--- src/rtl/prefetch_ifu.sv ---
// Instruction prefetch unit: fetches sequential words over a Wishbone-style
// instruction bus into a small FIFO and presents the head instruction with its
// PC. Taken jumps flush the FIFO and redirect fetching; a request already on
// the bus is allowed to finish and its data is thrown away.
module prefetch_ifu #(
  parameter int               XLEN     = 32,
  parameter int               DEPTH    = 4,
  parameter logic [XLEN-1:0]  RESET_PC = '0
) (
  input  logic            clk,
  input  logic            rst_n,
  output logic [XLEN-1:0] instr_bus_adr,
  input  logic [31:0]     instr_bus_dat_r,
  output logic [31:0]     instr_bus_dat_w,
  output logic            instr_bus_cyc,
  output logic            instr_bus_stb,
  output logic            instr_bus_we,
  output logic [3:0]      instr_bus_sel,
  input  logic            instr_bus_ack,
  input  logic            stall,
  input  logic            je,
  input  logic [XLEN-1:0] ja,
  output logic            out_valid,
  output logic [31:0]     instr_out,
  output logic [XLEN-1:0] curr_pc,
  output logic [XLEN-1:0] inc_pc
);

  localparam int              PW         = $clog2(DEPTH);
  localparam int              CW         = PW + 1;
  localparam logic [CW-1:0]   DEPTH_C    = CW'(DEPTH);
  localparam logic [31:0]     NOP        = 32'h0000_0013;
  localparam logic [XLEN-1:0] PC_STEP    = XLEN'(32'd4);
  localparam logic [XLEN-1:0] ALIGN_MASK = ~XLEN'(32'd3);
  localparam logic [PW-1:0]   PTR_ONE    = PW'(1);

  // Registered state
  logic [XLEN-1:0] fetch_pc_r;
  logic [XLEN-1:0] adr_r;
  logic            cyc_r;
  logic            discard_r;
  logic [PW-1:0]   head_r;
  logic [PW-1:0]   tail_r;
  logic [CW-1:0]   count_r;
  logic [XLEN-1:0] last_pc_r;
  logic [31:0]     instr_mem_r [DEPTH];
  logic [XLEN-1:0] pc_mem_r    [DEPTH];

  // Next-state / decode signals
  logic            ack_s;
  logic            pop_s;
  logic            write_s;
  logic            out_valid_s;
  logic [XLEN-1:0] curr_pc_s;
  logic [XLEN-1:0] fetch_pc_s;
  logic [XLEN-1:0] adr_s;
  logic            cyc_s;
  logic            discard_s;
  logic [PW-1:0]   head_s;
  logic [PW-1:0]   tail_s;
  logic [CW-1:0]   count_s;

  // Head view and transfer qualifiers; a jump overrides both pop and write
  always_comb begin
    out_valid_s = 1'b0;
    curr_pc_s   = last_pc_r;
    ack_s       = cyc_r & instr_bus_ack;
    if (count_r != '0) begin
      out_valid_s = 1'b1;
      curr_pc_s   = pc_mem_r[head_r];
    end else begin
      out_valid_s = 1'b0;
      curr_pc_s   = last_pc_r;
    end
    pop_s   = out_valid_s & ~stall & ~je;
    write_s = ack_s & ~discard_r & ~je;
  end

  // Fetch address, discard flag, FIFO pointers and bus request next state
  always_comb begin
    fetch_pc_s = fetch_pc_r;
    discard_s  = discard_r;
    head_s     = head_r;
    tail_s     = tail_r;
    count_s    = count_r;
    cyc_s      = cyc_r;
    adr_s      = adr_r;

    if (je) begin
      fetch_pc_s = ja & ALIGN_MASK;
    end else if (write_s) begin
      fetch_pc_s = fetch_pc_r + PC_STEP;
    end else begin
      fetch_pc_s = fetch_pc_r;
    end

    // An in-flight request caught by a jump must still complete; mark it stale
    if (ack_s) begin
      discard_s = 1'b0;
    end else if (je && cyc_r) begin
      discard_s = 1'b1;
    end else begin
      discard_s = discard_r;
    end

    if (je) begin
      head_s  = '0;
      tail_s  = '0;
      count_s = '0;
    end else begin
      head_s  = pop_s   ? head_r + PTR_ONE : head_r;
      tail_s  = write_s ? tail_r + PTR_ONE : tail_r;
      count_s = count_r + CW'(write_s) - CW'(pop_s);
    end

    // Hold an open request until ACK; otherwise issue whenever a slot is free
    if (cyc_r && !ack_s) begin
      cyc_s = 1'b1;
      adr_s = adr_r;
    end else if (count_s < DEPTH_C) begin
      cyc_s = 1'b1;
      adr_s = fetch_pc_s;
    end else begin
      cyc_s = 1'b0;
      adr_s = adr_r;
    end
  end

  // Control and bus registers
  always_ff @(posedge clk or negedge rst_n) begin
    if (!rst_n) begin
      fetch_pc_r <= RESET_PC;
      adr_r      <= RESET_PC;
      cyc_r      <= 1'b0;
      discard_r  <= 1'b0;
      head_r     <= '0;
      tail_r     <= '0;
      count_r    <= '0;
      last_pc_r  <= RESET_PC;
    end else begin
      fetch_pc_r <= fetch_pc_s;
      adr_r      <= adr_s;
      cyc_r      <= cyc_s;
      discard_r  <= discard_s;
      head_r     <= head_s;
      tail_r     <= tail_s;
      count_r    <= count_s;
      last_pc_r  <= curr_pc_s;
    end
  end

  // FIFO storage: each entry keeps the fetched word and the address it came from
  always_ff @(posedge clk or negedge rst_n) begin
    if (!rst_n) begin
      for (int i = 0; i < DEPTH; i++) begin
        instr_mem_r[i] <= 32'h0000_0000;
        pc_mem_r[i]    <= '0;
      end
    end else if (write_s) begin
      instr_mem_r[tail_r] <= instr_bus_dat_r;
      pc_mem_r[tail_r]    <= adr_r;
    end
  end

  assign instr_bus_adr   = adr_r;
  assign instr_bus_cyc   = cyc_r;
  assign instr_bus_stb   = cyc_r;
  assign instr_bus_we    = 1'b0;
  assign instr_bus_sel   = 4'b1111;
  assign instr_bus_dat_w = 32'h0000_0000;
  assign out_valid       = out_valid_s;
  assign instr_out       = out_valid_s ? instr_mem_r[head_r] : NOP;
  assign curr_pc         = curr_pc_s;
  assign inc_pc          = curr_pc_s + PC_STEP;

endmodule

--- config.mk ---
export PLATFORM = sky130hd
export DESIGN_NAME = prefetch_ifu
export DESIGN_NICKNAME = d
export VERILOG_FILES = /design/src/rtl/prefetch_ifu.sv
export SDC_FILE = /design/constraint.sdc
export NUM_CORES = 1
export LEC_CHECK = 0
export CAP_MARGIN = 10
export CORE_ASPECT_RATIO = 0.8
export CORE_MARGIN = 1.5
export CORE_UTILIZATION = 59
export DETAILED_ROUTE_END_ITERATION = 10
export MAX_ROUTING_LAYER = met4
export PLACE_DENSITY = 0.84
export RECOVER_POWER = 100
export SETUP_SLACK_MARGIN = 0.2
export SKIP_LAST_GASP = 1
export SYNTH_ARGS = -nofsm -noshare
export SYNTH_HDL_FRONTEND = slang
export SYNTH_SLANG_ARGS = --single-unit
export TNS_END_PERCENT = 20
--- constraint.sdc ---
create_clock -name clk -period 7.2 [get_ports clk]
set_input_delay 1.08 -clock clk [delete_from_list [all_inputs] [get_ports clk]]
set_output_delay 1.08 -clock clk [all_outputs]
set_load 0.1 [all_outputs]
Word level (Yosys, flattened, before mapping)
Cells that the tools add are included.
{"block": "classes", "addsub": 6, "n_mul": 0, "div": 0, "n_lt_le_gt_ge": 4, "eq_ne": 0, "shifts": 0, "mux": 24, "bitwise": 11, "reduce_logical": 9}
{"operator": "$mux W32", "count": 9}
{"operator": "$bwmux W128", "count": 2}
{"operator": "$bmux W32 S2", "count": 2}
{"operator": "$add A32 B3 Y32 const B", "count": 2}
{"operator": "$demux W32 S2", "count": 1}
{"operator": "$mux W2", "count": 4}
{"operator": "$ge A3 B3 Y1 const B", "count": 2}
{"operator": "$not A2 Y3", "count": 2}
{"operator": "$reduce_bool A2 Y1", "count": 3}
{"operator": "$and A1 B1 Y1", "count": 5}
{"operator": "$mux W1", "count": 5}
{"operator": "$add A2 B1 Y2 const B", "count": 2}
{"operator": "$not A1 Y1", "count": 4}
{"operator": "$add A3 B1 Y3", "count": 1}
{"operator": "$logic_and A1 B1 Y1", "count": 3}
{"operator": "$lt A3 B1 Y1 const B", "count": 1}
{"operator": "$lt A3 B3 Y1 const B", "count": 1}
{"operator": "$mux W3", "count": 1}
{"operator": "$reduce_bool A3 Y1", "count": 1}
{"operator": "$sub A3 B1 Y3", "count": 1}
{"operator": "$reduce_and A2 Y1", "count": 1}
{"operator": "$logic_not A1 Y1", "count": 1}
{"block": "totals", "ff_bits": 361, "latch_bits": 0, "ram_bits": 0, "mem_bits_ro": 0, "input_bits": 69, "elab_cells": 70, "n_memories": 0}

Logic depth before layout (Yosys ltp)
Gate-level depths: netlist of the first run.
{"block": "depth", "depth_word": 9, "ltp_mapped": 17, "mapped_depth_nobuf": 13}

Worst setup path after synthesis of the first run
No wires, ideal clock.
{"block": "synth_path", "path_type": "flip-flop to output port", "startpoint": "register count_r[1]", "endpoint": "output port inc_pc[8]", "arrival_ns": 7.446, "required_time_ns": 6.120, "slack_ns": -1.326, "stages_incl_launch_ff": 14, "path_cell_list": "dfrtp_1 > nor3_1 > clkinv_1 > clkbuf_1 > buf_1 > clkbuf_1 > mux2i_1 > inv_1 > ha_1 > and4_1 > nor2_1 > nor2_1 > xnor2_1 > o21ai_0"}
{"block": "synth_via", "elab_chain_len": 3}
{"element": "from (decl)", "line_no": "44", "source": "logic [CW-1:0] count_r;"}
{"element": "from (signal assigned)", "line_no": "147", "source": "count_r <= count_s;"}
{"element": "$reduce_bool A3 Y1", "line_no": "68", "source": "if (count_r != '0) begin"}
{"element": "$mux W32", "line_no": "68"}
{"element": "net curr_pc[2]", "line_no": "25", "source": "output logic [XLEN-1:0] curr_pc,"}
{"element": "$add A32 B3 Y32", "line_no": "174", "source": "assign inc_pc = curr_pc_s + PC_STEP;"}
{"element": "to (decl)", "line_no": "26", "source": "output logic [XLEN-1:0] inc_pc"}
The timed path passes the listed nets, and every way through them passes these cells.

Worst setup path after layout of the first run
{"block": "layout_path", "startpoint": "register count_r[1]", "endpoint": "output port inc_pc[31]"}
{"block": "layout_via", "elab_chain_len": 3}
{"element": "$reduce_bool A3 Y1", "line_no": "68"}
{"element": "$mux W32", "line_no": "68"}
{"element": "$add A32 B3 Y32", "line_no": "174"}
No other way between the ends.

==> results of run 1 <==
==> critical path, delay by kind of cell (launching register included) <==
kind / cells / cell delay [ns]
buffers and inverters: 3 / 2.65
xor gates and xnor gates: 1 / 0.16
AOI/OAI and AO/OA: 1 / 0.44
and+or+nand+nor: 4 / 1.03
DFF: 1 / 0.42
==> layout make-up <==
type                    count  share of cell area, %
clock buffers              52                  5.391
clock inverters            10                 0.8217
inverters                  13                 0.2428
multi-input cells         789                  36.01
flip-flops and latches    361                  44.97
well taps                 364                  2.266
repair buffers            212                  10.30
==> logic make-up (layout without fill, tap and decap cells) <==
logic type	Yosys count	after routing	synth area share [%]
AO/OA/AOI/OAI	43	43	1.441
XOR/XNOR	60	60	3.136
adder cells (fa/ha/maj)	9	9	0.7168
buffers and inverters	117	287	3.703
flip-flops	361	361	53.90
multiplexers	365	365	28.94
other	2	37	0.04481
AND/OR/NAND/NOR	275	275	8.116
==> how the worst max path moves through the flow <==
stage,startpoint,endpoint,slack [ns],cells after the start
after floorplan,count_r[1]$_DFF_PN0_,inc_pc[26],-0.07,16
after detailed placement,head_r[0]$_DFFE_PN0P_,inc_pc[30],1.76,8
after global routing,count_r[1]$_DFF_PN0_,inc_pc[21],0.53,9
after global placement,head_r[0]$_DFFE_PN0P_,inc_pc[31],1.81,9
final,count_r[1]$_DFF_PN0_,inc_pc[31],0.89,9
after CTS,head_r[0]$_DFFE_PN0P_,inc_pc[31],1.17,9
==> cell usage after synthesis (2+ instances only) <==
master	n
a21o_1	2
a21oi_1	4
a31oi_1	3
and2_1	34
and3_1	11
and4_1	4
buf_1	8
buf_2	7
buf_4	42
buf_6	2
clkbuf_1	45
conb_1	2
dfrtp_1	361
ha_1	8
inv_1	12
mux2_2	295
mux2i_1	6
mux4_1	7
mux4_2	57
nand2_1	131
nand2b_1	2
nand3_1	23
nand3_2	2
nand4_1	26
nand4_2	2
nor2_1	18
nor2b_1	3
nor3_1	7
nor4_1	3
o21ai_0	29
or2_2	3
or3_1	3
xnor2_1	38
xor2_1	22
==> through the flow <==
stage,util (%),instance area [um2],cells,hold WS [ns]
finish,72.91,20100,1801,0.4995
global route,72.91,20100,1801,0.5122
CTS,73.13,20160,1801,0.5012
detailed placement,68.60,18910,1739,0.4880
global placement,68.60,18910,1739,0.4790
floorplan,-,16910,1267,0.4704
==> per-layer routing <==
layer	vias to the layer above	routed length, um
li1	4678	-
met1	5556	16480
met2	290	19270
met3	50	1801
met4	0	705
met5	-	0
==> flip-flops by register name, indices dropped and copies added (netlist names) <==
register,cells
instr_mem_r,128
tail_r,2
instr_bus_adr,32
pc_mem_r,128
head_r,2
fetch_pc_r,32
discard_r,1
count_r,3
last_pc_r,32
instr_bus_cyc,1
==> impl_results.md, run 1 <==
* Async SR Flop Fraction at 100.0%
* Place WS at about 1.8 ns
* Site Rows at 54
* Detailed-route vias per instance at around 5.9
* Final Net Count at between 1,000 and 1,500
* R2R cell count at 5
* Clk buf depth at 3
* Multi-input logic area at between 7000 and 8000 um2
* RSZ-0062 raised after global routing: false
* Initial Util at 60.79%
* Gpl congestion at about 0.86
* Setup Total Neg Slack at 0 ns
* Synth top area share at between 50% and 60%
* Clk_skew at 0.01827 ns
* DR WL/cell at around 21 um
* Crit-path max cell delay at roughly 1.2 ns
* Antenna Cells at 0
* Htree depth at 2
* Worst EP required at about 6.1 ns
* GRT Util Overall at between 20% and 30%
* Avg Inst Size Synth at roughly 14 um2
* Final Hold Viols at 0
* Worst skew pair latency at ~0.52 ns
* Setup Viol. Count Final at 0
* Reg2reg setup slack at between 2 and 3 ns
* CTS tree: built
* Iter 0 DRT Violations at ~600
* Post-CTS Hold Fix Bufs at 0
* Final Cycle Share at 87.67%
* Clk sinks at approximately 360
* Post-CTS resize count at 0
* Most frequent cells in the layout: 359 x dfrtp_1, 287 x mux2_2, 132 x dlygate4sd3_1, 128 x nand2_1, 63 x clkdlybuf4s50_1
* Core area at 27,570 um2
* Io pins at 237
* Crit path max fanout at 40
* GR Util met2 at between 40% and 50%
* Register area at 9039 um2
* Hpwl dp at approximately 25,000 um
* DRC errors left at 0
* Largest net degree at the start of global routing at 176
* Hold WC Path Type: flip-flop to flip-flop
* Clk slew on worst S/H paths at about 0.06 ns
* Worst R2R End: instr_mem_r[99]$_DFFE_PN0P_
* Mapped Area at about 17,000 um2
* Worst setup EP type: primary output
* Netlist cell types at 44
* Final min period at 6.312 ns
* #FFs+latches synth at about 360
* Startpoint Class: flip-flop
* Cts bufs inserted at 36
* Final WL at 38,260 um
* First-pass GRT wire length at 60,660 um
* Status: complete, but fails checks
* Max-Cap Viols at 7
* Routing usage on met1 at between 30 and 40%
* Critical-path top delay cell: dlygate4sd3_1
* First-pass DRT Iterations at 5
* Sequential share of the synthesized area at between 50% and 60%
* Failing checks: capacitance limit, slew limit
* Port Buffers at 197
* GR peak layer: met2
* Final Max Tran Viols at 387
* Die area at approximately 29,000 um2
* GRT overflow at 0
* Hold path start: pc_mem_r[104]$_DFFE_PN0P_
* Synth Instances at between 1,000 and 1,500
* Hold EP: pc_mem_r[104]$_DFFE_PN0P_
* Most common cell after layout, fill and taps aside: dfrtp_1
* Initial antenna violation count at 0
* Share of layout cells above drive strength 1 at 29.44%
* Crit Path Category: flip-flop to primary output
* Slew @ Worst Pin at about 4.4 ns
* Syn-to-layout area delta at 19.93%
* Worst endpoint data arrival time at 5.23 ns
* Slew HR at -196.2%
* Vias in the first global route at around 11,000
* Fmax at about 0.16 GHz
* Die height at ~150 um
* R2R Path Start: instr_bus_cyc$_DFF_PN0_
* CTS root buf: clkbuf_16
* Die width at approximately 190 um
* Final antenna-violating net count at 0
* Count of flip-flops with a built-in enable after synthesis at 0
* Vias at ~11,000
* Yosys top cell by area: dfrtp_1
* Total setup buffers inserted after CTS at 0
* Synth area leaders: dfrtp_1 54%, mux2_2 20%, mux4_2 7.7%, nand2_1 2.9%, xnor2_1 2.0%
* CP cell instances: nor3_1, inv_1, buf_4, nand4_1, a21boi_1, and4_1, nand4_2, xnor2_1, dlygate4sd3_1
* Hold path cells at 1
* Top_reg_cell synth: dfrtp_1
* Synth warn at 0
* Final worst slack at roughly 0.89 ns
* # fillers at 1,840
* Met3 GRT Util at under 10%
Power of run 1 is not shown: default switching activity piles up to over one toggle a cycle in this logic, so the estimate is an artifact.
==> run 2, diff against run 1 <==
--- a/config.mk
+++ b/config.mk
@@ -7,13 +7,14 @@
 export LEC_CHECK = 0
 export CAP_MARGIN = 10
 export CORE_ASPECT_RATIO = 0.8
-export CORE_MARGIN = 1.5
+export CORE_MARGIN = 3
 export CORE_UTILIZATION = 59
 export DETAILED_ROUTE_END_ITERATION = 10
 export MAX_ROUTING_LAYER = met4
 export PLACE_DENSITY = 0.84
 export RECOVER_POWER = 100
 export SETUP_SLACK_MARGIN = 0.2
+export SKIP_CTS_REPAIR_TIMING = 1
 export SKIP_LAST_GASP = 1
 export SYNTH_ARGS = -nofsm -noshare
 export SYNTH_HDL_FRONTEND = slang
==> run 2 against run 1 <==
  * Highest routed layer unchanged
  * Die area up 3.5%
  * Final area decreased by 0.74%
  * Critical path depth increased by 1
  * Setup slack got worse by 0.050 ns
  * Clock skew up 0.0027 ns
  * First-iteration DRC count is 4.7% higher
  * The flow still finishes with violations (capacitance limit, slew limit)
  * Hold slack about the same
  * Largest cell class unchanged
  * Non-clock buffer count rose by 1
  * Fmax decreased by 0.79%
==> impl_results.md, run 2 (synthesis results as in run 1) <==
* Status: complete, but fails checks
* Failing checks: capacitance limit, slew limit
* Die width at 194.4 um
* Register area at around 9000 um2
* RSZ-0062 raised after global routing: false
* Final Hold Viols at 0
* Vias at 10,660
* Setup Viol. Count Final at 0
* # fillers at 1,810
* Detailed-route vias per instance at 5.917
* Family with the most delay on the worst path: buffers and inverters
* Startpoint Class: flip-flop
* Die area at about 30,000 um2
* Largest net degree at the start of global routing at approximately 130
* Crit Path Category: flip-flop to primary output
* Final Net Count at ~1,500
* DRC errors left at 0
* Worst setup EP type: primary output
* Die height at roughly 160 um
* Multi-input logic area at ~7300 um2
* Largest registers: instr_mem_r: 128 flops, pc_mem_r: 128 flops
* Fmax at roughly 0.16 GHz
* Max-Cap Viols at 10
* DR WL/cell at 21.85 um
* Final WL at roughly 39,000 um
* Worst endpoint data arrival time at around 5.3 ns
* CTS tree: built
* Iter 0 DRT Violations at around 620
* Crit-path max cell delay at 1.22 ns
* Initial antenna violation count at 0
* Final Max Tran Viols at 656
* Slew @ Worst Pin at approximately 4.4 ns
* Final antenna-violating net count at 0
* Io pins at 237
* Final min period at roughly 6.4 ns
* Critical-path top delay cell: dlygate4sd3_1
* Syn-to-layout area delta at 19.05%
* Final Cycle Share at 88.37%
* Worst hold slack at 0.4999 ns
* First-pass GRT wire length at around 63,000 um
* Initial Util at between 60 and 70%
* Worst EP required at 6.12 ns
* Port Buffers at about 200
* Cts bufs inserted at 36
* Clk sinks at around 360
* Clk_skew at between 0.02 and 0.025 ns
* Most common cell after layout, fill and taps aside: dfrtp_1
* Most frequent cells in the layout: 359 x dfrtp_1, 285 x mux2_2, 131 x dlygate4sd3_1, 129 x nand2_1, 64 x clkdlybuf4s50_1
* Clk slew on worst S/H paths at 0.06 ns
* Core area at 27,630 um2
* Worst path buffer plus inverter count at 4
* Worst skew pair latency at between 0.5 and 0.6 ns
* Hpwl dp at 25,550 um
* GRT overflow at 0
* Share of layout cells above drive strength 1 at between 20 and 30%
* CP cell instances: nor3_1, inv_1, buf_4, nand4_1, a222oi_1, buf_4, and4_1, nand3_2, xnor2_1, dlygate4sd3_1
* GRT Util Overall at a little over a quarter
* Slew HR at -193.2%
* Site Rows at between 50 and 60
* Vias in the first global route at ~11,000
* Gpl congestion at 0.8567
* Htree depth at 2
* Most frequent CP cell: buf_4
* First-pass DRT Iterations at 5
* Crit path max fanout at 43
* Hold WC Path Type: flip-flop to flip-flop
* Clk buf depth at 3
* Antenna Cells at 0
* CTS root buf: clkbuf_16
==> run 2: changes by cell type in the layout (fill, tap and decap cells not counted), sizes merged <==
| cell | previous run | this run |
|---|---|---|
| clkbuf | 60 | 66 |
| clkdlybuf4s50 | 63 | 64 |
| bufinv | 4 | 0 |
| buf | 9 | 5 |
| inv | 13 | 15 |
| dlygate4sd3 | 132 | 131 |
==> run 2: through the flow <==
step | std cells | utilization (%) | area (um2) | setup slack, ns | TNS (ns)
5_1_grt | 1801 | 72.20 | 19950 | 0.4997 | 0
4_1_cts | 1801 | 72.44 | 20020 | 1.089 | 0
3_3_place_gp | 1740 | 68.41 | 18900 | 1.669 | 0
2_1_floorplan | 1267 | - | 16910 | -0.07214 | -0.1314
3_5_place_dp | 1740 | 68.41 | 18900 | 1.655 | 0
6_report | 1801 | 72.20 | 19950 | 0.8374 | 0
==> run 2: metal layers <==
| metal | part of all wire (%) | up-vias | global-route usage, % |
|---|---|---|---|
| met4 | 2.2 | 0 | 6.869 |
| met2 | 50 | 322 | 44.47 |
| met5 | 0 | - | - |
| li1 | - | 4680 | - |
| met1 | 43 | 5595 | 35.87 |
| met3 | 4.6 | 59 | 3.336 |
==> run 2: final cells by class <==
class,count,area share (%)
Sequential cell,361,45.31
Multi-Input combinational cell,789,36.34
Timing Repair Buffer,213,10.24
Clock buffer,53,5.343
Tap cell,364,2.283
Inverter,13,0.2446
Clock inverter,8,0.2383
==> run 2: final timing paths <==
kind | startpoint | endpoint | slack, ns | cells after the start
setup / recovery | count_r[1]$_DFF_PN0_ | inc_pc[27] | 0.84 | 10
hold / removal | instr_mem_r[47]$_DFFE_PN0P_ | instr_mem_r[47]$_DFFE_PN0P_ | 0.50 | 1
setup reg to reg | instr_bus_cyc$_DFF_PN0_ | pc_mem_r[95]$_DFFE_PN0P_ | 2.59 | 5
hold reg to reg | instr_mem_r[47]$_DFFE_PN0P_ | instr_mem_r[47]$_DFFE_PN0P_ | 0.50 | 1
max in group asynchronous | rst_n | head_r[0]$_DFFE_PN0P_ | 1.98 | 2
min in group asynchronous | rst_n | instr_mem_r[60]$_DFFE_PN0P_ | 1.65 | 1
Power of run 2 is left out for the same reason.
